### src/rtl/port_mailbox.sv
// CPU port mailbox: toggle-handshaked TX/RX byte FIFOs between the CPU
// port bus (s0..s3 / e0..e3) and an external valid/ready byte stream.
module port_mailbox #(
  parameter int unsigned DEPTH = 8,
  parameter int unsigned AW    = 3
) (
  input  logic       clk,
  input  logic       reset,
  input  logic [7:0] s0,
  input  logic [7:0] s1,
  input  logic [7:0] s2,
  input  logic [7:0] s3,
  output logic [7:0] e0,
  output logic [7:0] e1,
  output logic [7:0] e2,
  output logic [7:0] e3,
  output logic [7:0] tx_data,
  output logic       tx_valid,
  input  logic       tx_ready,
  input  logic [7:0] rx_data,
  input  logic       rx_valid,
  output logic       rx_ready
);

  localparam int unsigned CW = AW + 1;
  localparam logic [CW-1:0] FULL = CW'(DEPTH);

  logic [7:0]    tx_mem [DEPTH];
  logic [7:0]    rx_mem [DEPTH];
  logic [AW-1:0] tx_wr, tx_rd, rx_wr, rx_rd;
  logic [CW-1:0] tx_cnt, rx_cnt, tx_cnt_nxt, rx_cnt_nxt;
  logic          tx_ack, rx_ack, flush_ack;
  logic          flush_pend, tx_push, tx_pop, rx_push, rx_pop;
  logic          unused_ok;

  assign unused_ok = ^{s0[7:3], s2, s3};

  // Flush wins over every push/pop in the same cycle.
  assign flush_pend = s0[2] != flush_ack;
  assign tx_pop     = tx_valid & tx_ready & ~flush_pend;
  assign tx_push    = (s0[0] != tx_ack) & ((tx_cnt != FULL) | tx_pop) & ~flush_pend;
  assign rx_push    = rx_valid & rx_ready & ~flush_pend;
  assign rx_pop     = (s0[1] != rx_ack) & (rx_cnt != '0) & ~flush_pend;

  always_comb begin
    tx_cnt_nxt = tx_cnt;
    rx_cnt_nxt = rx_cnt;
    if (tx_push && !tx_pop) tx_cnt_nxt = tx_cnt + CW'(1);
    if (!tx_push && tx_pop) tx_cnt_nxt = tx_cnt - CW'(1);
    if (rx_push && !rx_pop) rx_cnt_nxt = rx_cnt + CW'(1);
    if (!rx_push && rx_pop) rx_cnt_nxt = rx_cnt - CW'(1);
  end

  always_ff @(posedge clk or negedge reset) begin
    if (!reset) begin
      tx_wr     <= '0;
      tx_rd     <= '0;
      rx_wr     <= '0;
      rx_rd     <= '0;
      tx_cnt    <= '0;
      rx_cnt    <= '0;
      tx_ack    <= 1'b0;
      rx_ack    <= 1'b0;
      flush_ack <= 1'b0;
    end else if (flush_pend) begin
      tx_wr     <= '0;
      tx_rd     <= '0;
      rx_wr     <= '0;
      rx_rd     <= '0;
      tx_cnt    <= '0;
      rx_cnt    <= '0;
      flush_ack <= s0[2];
    end else begin
      if (tx_push) begin
        tx_wr  <= tx_wr + AW'(1);
        tx_ack <= s0[0];
      end
      if (tx_pop) tx_rd <= tx_rd + AW'(1);
      if (rx_push) rx_wr <= rx_wr + AW'(1);
      if (rx_pop) begin
        rx_rd  <= rx_rd + AW'(1);
        rx_ack <= s0[1];
      end
      tx_cnt <= tx_cnt_nxt;
      rx_cnt <= rx_cnt_nxt;
    end
  end

  // Storage needs no reset; counts gate every read.
  always_ff @(posedge clk) begin
    if (tx_push) tx_mem[tx_wr] <= s1;
    if (rx_push) rx_mem[rx_wr] <= rx_data;
  end

  assign tx_valid = tx_cnt != '0;
  assign tx_data  = tx_valid ? tx_mem[tx_rd] : 8'h00;
  assign rx_ready = rx_cnt != FULL;
  assign e0       = {3'b000, rx_cnt != '0, tx_cnt == FULL, flush_ack, rx_ack, tx_ack};
  assign e1       = (rx_cnt != '0) ? rx_mem[rx_rd] : 8'h00;
  assign e2       = 8'(tx_cnt);
  assign e3       = 8'(rx_cnt);

endmodule

### config.mk
export PLATFORM = sky130hd
export DESIGN_NAME = port_mailbox
export DESIGN_NICKNAME = d
export VERILOG_FILES = /design/src/rtl/port_mailbox.sv
export SDC_FILE = /design/constraint.sdc
export NUM_CORES = 1
export LEC_CHECK = 0
export BUFFER_PORTS_ARGS = -buffer_cell sky130_fd_sc_hd__buf_4
export CORE_UTILIZATION = 39
export CTS_CLUSTER_DIAMETER = 30
export DETAILED_ROUTE_END_ITERATION = 10
export GPL_TIMING_DRIVEN = 0
export HOLD_SLACK_MARGIN = 0.1
export PLACE_DENSITY = 0.57
export SETUP_SLACK_MARGIN = 0.1
export SLEW_MARGIN = 20
export SYNTH_ARGS = -nofsm -noshare
export SYNTH_HDL_FRONTEND = slang
export SYNTH_SLANG_ARGS = --single-unit
### constraint.sdc
create_clock -name clk -period 3.5 [get_ports clk]
set_input_delay 0.175 -clock clk [delete_from_list [all_inputs] [get_ports clk]]
set_output_delay 0.175 -clock clk [all_outputs]
set_load 0.02 [all_outputs]
**Word level (Yosys, flattened, before mapping)**

Memories as Yosys holds them, arrays and structs flattened.
Index checks and enable logic that the tools add are counted.

- Register bits after elaboration: 23
- Memory bits (writable): 128
- Bits of input ports: 44
- Output and inout bits: 42
- Logic and storage cells: 73
- Memories kept: 2

- Add/subtract/negate cells: 8
- Equality and inequality tests: 6
- Multiplexer cells: 20
- Bitwise operators: 10
- Reductions and logical operators: 18

Memories:

| memory | words | bits a word | read ports | clocked after memory_dff | wr ports | line | RTL |
|---|---|---|---|---|---|---|---|
| rx_mem | 8 | 8 | 1 | 0 | 1 | 29 | `logic [7:0] rx_mem [DEPTH];` |
| tx_mem | 8 | 8 | 1 | 0 | 1 | 28 | `logic [7:0] tx_mem [DEPTH];` |

Operator list:

| kind | count |
|---|---|
| $mux W3 | 8 |
| $mux W4 | 6 |
| $mux W8 | 2 |
| $add A3 B1 Y3 const B | 4 |
| $add A4 B1 Y4 const B | 2 |
| $and A1 B1 Y1 | 8 |
| $ne A4 B4 Y1 const B | 2 |
| $reduce_bool A2 Y1 | 4 |
| $reduce_bool A4 Y1 | 2 |
| $sub A4 B1 Y4 const B | 2 |
| $reduce_bool A3 Y1 | 2 |
| $eq A4 B4 Y1 const B | 1 |
| $logic_and A1 B1 Y1 | 4 |
| $logic_not A1 Y1 | 4 |
| $mux W1 | 4 |
| $reduce_and A2 Y1 | 2 |
| $ne A1 B1 Y1 | 3 |
| $not A1 Y1 | 1 |
| $or A1 B1 Y1 | 1 |

**Logic depth before layout (Yosys ltp)**

- Depth after elaboration: 10
- Gate-level depth with buffers: 9
- Mapped depth without buffers: 9

**Worst setup path before layout**

Ideal clock, no wire load.

- Path kind: register to register
- Start point: register rx_cnt[1]
- End point: register rx_cnt[3]
- Library setup time: 131 ps
- Data arrival time: 2379 ps
- Required time: 3369 ps
- Path slack: 990 ps
- Cell stages (with the launch flop): 10
- Buffers on the path: 0
- Period minus slack after synthesis: 2510 ps
- Cells stage by stage: dfrtp_1 -> nor4_2 -> inv_2 -> o211ai_1 -> nor2_1 -> ha_1 -> nand3_1 -> a22oi_1 -> mux2i_1 -> nand3_1

- Elaborated cells on any way between the ends: 16
- Classes of those cells: add/sub (2); eq/ne (1); mux (3); bitwise (4); reduce/logical (6)

RTL lines:

| element | line | RTL |
|---|---|---|
| from (decl) | 31 | `logic [CW-1:0] tx_cnt, rx_cnt, tx_cnt_nxt, rx_cnt_nxt;` |
| from (signal assigned) | 85 | `rx_cnt <= rx_cnt_nxt;` |
| $reduce_bool A4 Y1 (*) | - |  |
| named net e0[4] | 13 | `output logic [7:0] e0,` |
| $and A1 B1 Y1 (*) (2 in a row) | 43 | `assign rx_pop = (s0[1] != rx_ack) & (rx_cnt != '0) & ~flush_pend;` |
| $logic_and A1 B1 Y1 / $logic_not A1 Y1 (equally long branches) | 51, 50 |  |
| $mux W4 / $logic_and A1 B1 Y1 (equally long branches) | 51, 50 |  |
| $mux W4 / $reduce_bool A3 Y1 (equally long branches) | - |  |

Mark *: on every way through the listed nets, which the timed path passes. The rest lies on a longest branch. The select of a mux whose other input is x is not followed.
A chain may end at the register's enable or synchronous reset.

**Worst setup path after layout**

- Start point: input s0[2]
- End point: register tx_cnt[3]

- Cells in the longest elaborated chain, start to end: 10
- Elaborated cells on any way between the ends: 13
- Classes of those cells: eq/ne (1); mux (2); bitwise (5); reduce/logical (5)

Ends and longest elaborated chain:

| element | line | RTL |
|---|---|---|
| from (decl) | 9 | `input logic [7:0] s0,` |
| $ne A1 B1 Y1 (*) | 39 | `assign flush_pend = s0[2] != flush_ack;` |
| $not A1 Y1 (no line) | - |  |
| $and A1 B1 Y1 | 40 | `assign tx_pop = tx_valid & tx_ready & ~flush_pend;` |
| $or A1 B1 Y1 | 41 | `assign tx_push = (s0[0] != tx_ack) & ((tx_cnt != FULL) \| tx_pop) & ~flush_pend;` |
| $and A1 B1 Y1 (2 in a row) | 41 |  |
| $logic_not A1 Y1 | 49 | `if (!tx_push && tx_pop) tx_cnt_nxt = tx_cnt - CW'(1);` |
| $logic_and A1 B1 Y1 | 49 |  |
| $mux W4 | 49 |  |
| $mux W4 | 65 | `end else if (flush_pend) begin` |
| to (signal assigned) | 84 | `tx_cnt <= tx_cnt_nxt;` |
| to (decl) | 31 |  |

Every way passes the cells marked *; elsewhere a longest branch is shown, timed or not.

==> impl_metrics.yaml <==
run_status:
  outcome: "completed"
placement:
  dpl_cell_area_sq_mm: 0.00722
  port_buffers: 52
  finalWeightedCongestion: 0.769
  pre_cts_ws_ns: 0.584
  post-dp-hpwl_microns: 8370
clocking:
  tritoncts: "done"
  cts.root.buffer_cell: "clkbuf_16"
  cts.reportedPaths.clkPinSlew_ns: 0.06
  clk_latency_ns: 0.42
  cts.path.max_buffers: 2
  numCtsBuffers: 17
  post_cts_buffers: 0
  cts_sinks: 151
  ctsHtreeMaxLevel: 4
synthesis:
  yosysUniqueCellTypes: 40
  ys_warn_count: 0
  synth-compound-area-share: 0.0317
  synthCells: 387
  synth_top_family_by_area: "multiplexers"
  seq_area_frac_synth: 0.682
  synthArstFlopShare: 0.152
  synth_edf_count: 128
  ys_ff_latch: 151
  synth-simple-area-share: 0.0713
  synthMuxAreaShare: 0.142
  avgSynthCellArea_sq_um: 16.7
  yosys_most_used_dff: "edfxtp_1"
  synthAdderAreaFrac: 0.0216
  synth-xor-area-share: 0.0203
  netlist_area_sq_mm: 0.00648
global_routing:
  grt_pass1_vias: 3571
  antenna_found_initial: 0
  globalRouteOverflowTotal: 0
  grt_pass1_wl_microns: 20300
  grt_max_degree: 24
  grt_usage: 0.169
floorplanning:
  die-area_sq_mm: 0.0171
  dieHeight_microns: 131
  die_x_microns: 131
  start_util: 0.403
  core_area_sq_mm: 0.0161
  num_io_pins: 86
  fp-row-count: 46
detailed_routing:
  drc: 0
  drt_iter0_drc: 197
  vias: 3612
  drt-total-wl_microns: 13200
  firstDrtPassIters: 4
  drtAntennaViolNets: 0
  vias_per_cell: 5.02
  wl_per_cell_microns: 18.3
layout:
  nNetsFinal: 545
  final_area_sq_mm: 0.00803
  area_delta_synth_final_pct: 24.0
  drive_gt1_frac: 0.300
  antenna_cells: 0
timing:
  rsz0062_at_grt: "no"
  min_period_ns: 2.94
  fin_worst_skew_ns: 0.00599
  finalSetupViolCount: 0
  max_freq_mhz: 341
  fin_crit_sh: 0.839
  tightest_slew_ns: 0.998
  hold_ws_ns: 0.174
  hold_viol: 0
  worst_slack_ns: 0.565
  slew_headroom: 0.332
  drv_slew: 0
  fin_tns_setup_ns: 0
pwr:
  p_leak_nw: 2.86
  switching_share: 0.326
  p_int_mw: 4.08
  p_comb_frac: 0.321
  finalPower_mw: 6.05
  p_switching_mw: 1.98
  clock_power_share: 0.306
  pwr-share-seq: 0.373
  vdd_drop_max_v: 0.000465
  power_density_mw_per_mm2: 754
worst_setup_path:
  cp_slowest_stage_delay_ns: 0.62
  cp_cell_sequence: "dlygate4sd3_1 -> buf_4 -> xor2_1 -> clkbuf_1 -> nor2_1 -> ha_1 -> a21oi_1 -> a211oi_1 -> mux2i_1 -> o211ai_1"
  cp_top_family: "buffers and inverters"
  cp-end-kind: "flop"
  critical_path_required_ns: 3.78
  cp_max_fo: 10
  worstSetupPathType: "input pin to flop"
  cp_num_buf_inv: 3
  critical_path_arrival_ns: 3.22
  crit_slowest_cell: "xor2_1"
  start_kind: "input pin"
job:
  max-cap-violations: 0
worst_hold_path:
  hp-class: "input pin to flop"
[worst paths after layout]
kind | startpoint | to | slack (ns) | depth (start not counted)
worst max-delay path | s0[2] | tx_cnt[3] | 0.56 | 10
worst min-delay path | rx_valid | rx_wr[1] | 0.17 | 3
min in group asynchronous | reset | tx_cnt[1] | 0.22 | 2
worst max register to register | flush_ack | tx_cnt[3] | 0.58 | 8
max in group asynchronous | reset | tx_wr[2] | 3.04 | 2
worst min register to register | tx_ack | tx_ack | 0.56 | 1
[synth_stat cells, types with 2 or more instances]
cell,instances,area [sq um]
fa_1,2,40.0
a21boi_0,2,15.0
edfxtp_1,128,3840
a211oi_1,3,22.5
xnor2_1,4,35.0
mux2i_1,19,190
clkbuf_1,9,33.8
buf_1,2,7.51
dfrtp_1,23,576
nand2b_1,4,25.0
nand4_1,4,25.0
o2111ai_1,2,17.5
a21oi_1,9,45.0
nor4_2,2,25.0
ha_1,8,100
nand3_1,12,60.1
mux4_2,32,721
o211ai_1,4,30.0
buf_4,14,105
or3_1,2,12.5
nor3_1,12,60.1
o21ai_0,6,30.0
inv_1,3,11.3
buf_2,5,25.0
inv_2,3,11.3
xor2_1,11,96.3
nor2_1,42,158
nand2_1,8,30.0
[per-layer routing]
metal,GRT usage,routed length [microns]
met1,0.234,6150
met2,0.256,6450
met5,0,0
met4,0.0656,46
met3,0.0423,537
[logic make-up after synthesis]
group | Yosys count
AOI/OAI and AO/OA | 30
xor gates and xnor gates | 15
adders and majority gates | 10
buffers and inverters | 36
DFF | 151
muxes | 52
other | 1
and+or+nand+nor | 92
[flip-flops by register name (all words and copies together), names as in the netlist, 3 cells and up]
name and cells:
rx_mem 64, tx_mem 64, rx_cnt 4, tx_cnt 4, rx_rd 3, rx_wr 3
tx_rd 3, tx_wr 3
[power by group through the flow]
stage	clock, mW	sequential (mW)	combinational, mW
after floorplan	0	2.30	1.24
after global placement	0	2.28	1.91
after detailed placement	0	2.30	1.95
after CTS	1.89	2.26	1.97
after global routing	1.96	2.28	2.12
final	1.85	2.26	1.94
[stage by stage]
stage,utilization,instances
final,0.500,720
after global routing,0.500,720
after CTS,0.500,720
after detailed placement,0.450,667
after global placement,0.447,665
after floorplan,-,397
[final cells by class]
cell class	count	area, sq um
Tap cell	216	270
Clock buffer	18	429
Multi-Input combinational cell	210	1930
Clock inverter	14	175
Buffer	30	171
Timing Repair Buffer	75	616
Fill cell	1356	8020
Inverter	6	22.5
Sequential cell	151	4420
[what timing repair did]
item / CTS / global route
hold buffers: 21 / 0
endpoints found under the hold margin: 155 / 0
resized for setup: 0 / 0
setup endpoints to repair: 0 / 0
[cell usage in the layout, fill, tap and decap left out, drive strengths merged, types with 3 or more instances in the layout]
cell type and instances:
nand2b 4, dlygate4sd3 21, inv 9, edfxtp 128, bufinv 3, clkinv 3, a21oi 9, o21ai 7
nor3 12, clkinvlp 5, dfrtp 23, buf 75, a211oi 4, mux4 32, nor2 42, xnor2 4
ha 8, o211ai 4, clkbuf 27, xor2 11, conb 11, nand2 8, nand3 12, nand4 4
mux2i 19
[worst register-to-register path: stages (launching register included)]
cell and delay (ns):
dfrtp_1 0.41, xor2_1 0.66, clkbuf_1 0.49, nor2_1 0.19, ha_1 0.36, a21oi_1 0.28
a211oi_1 0.13, mux2i_1 0.17, o211ai_1 0.10
No activity file was read; power rests on OpenSTA's default activity.
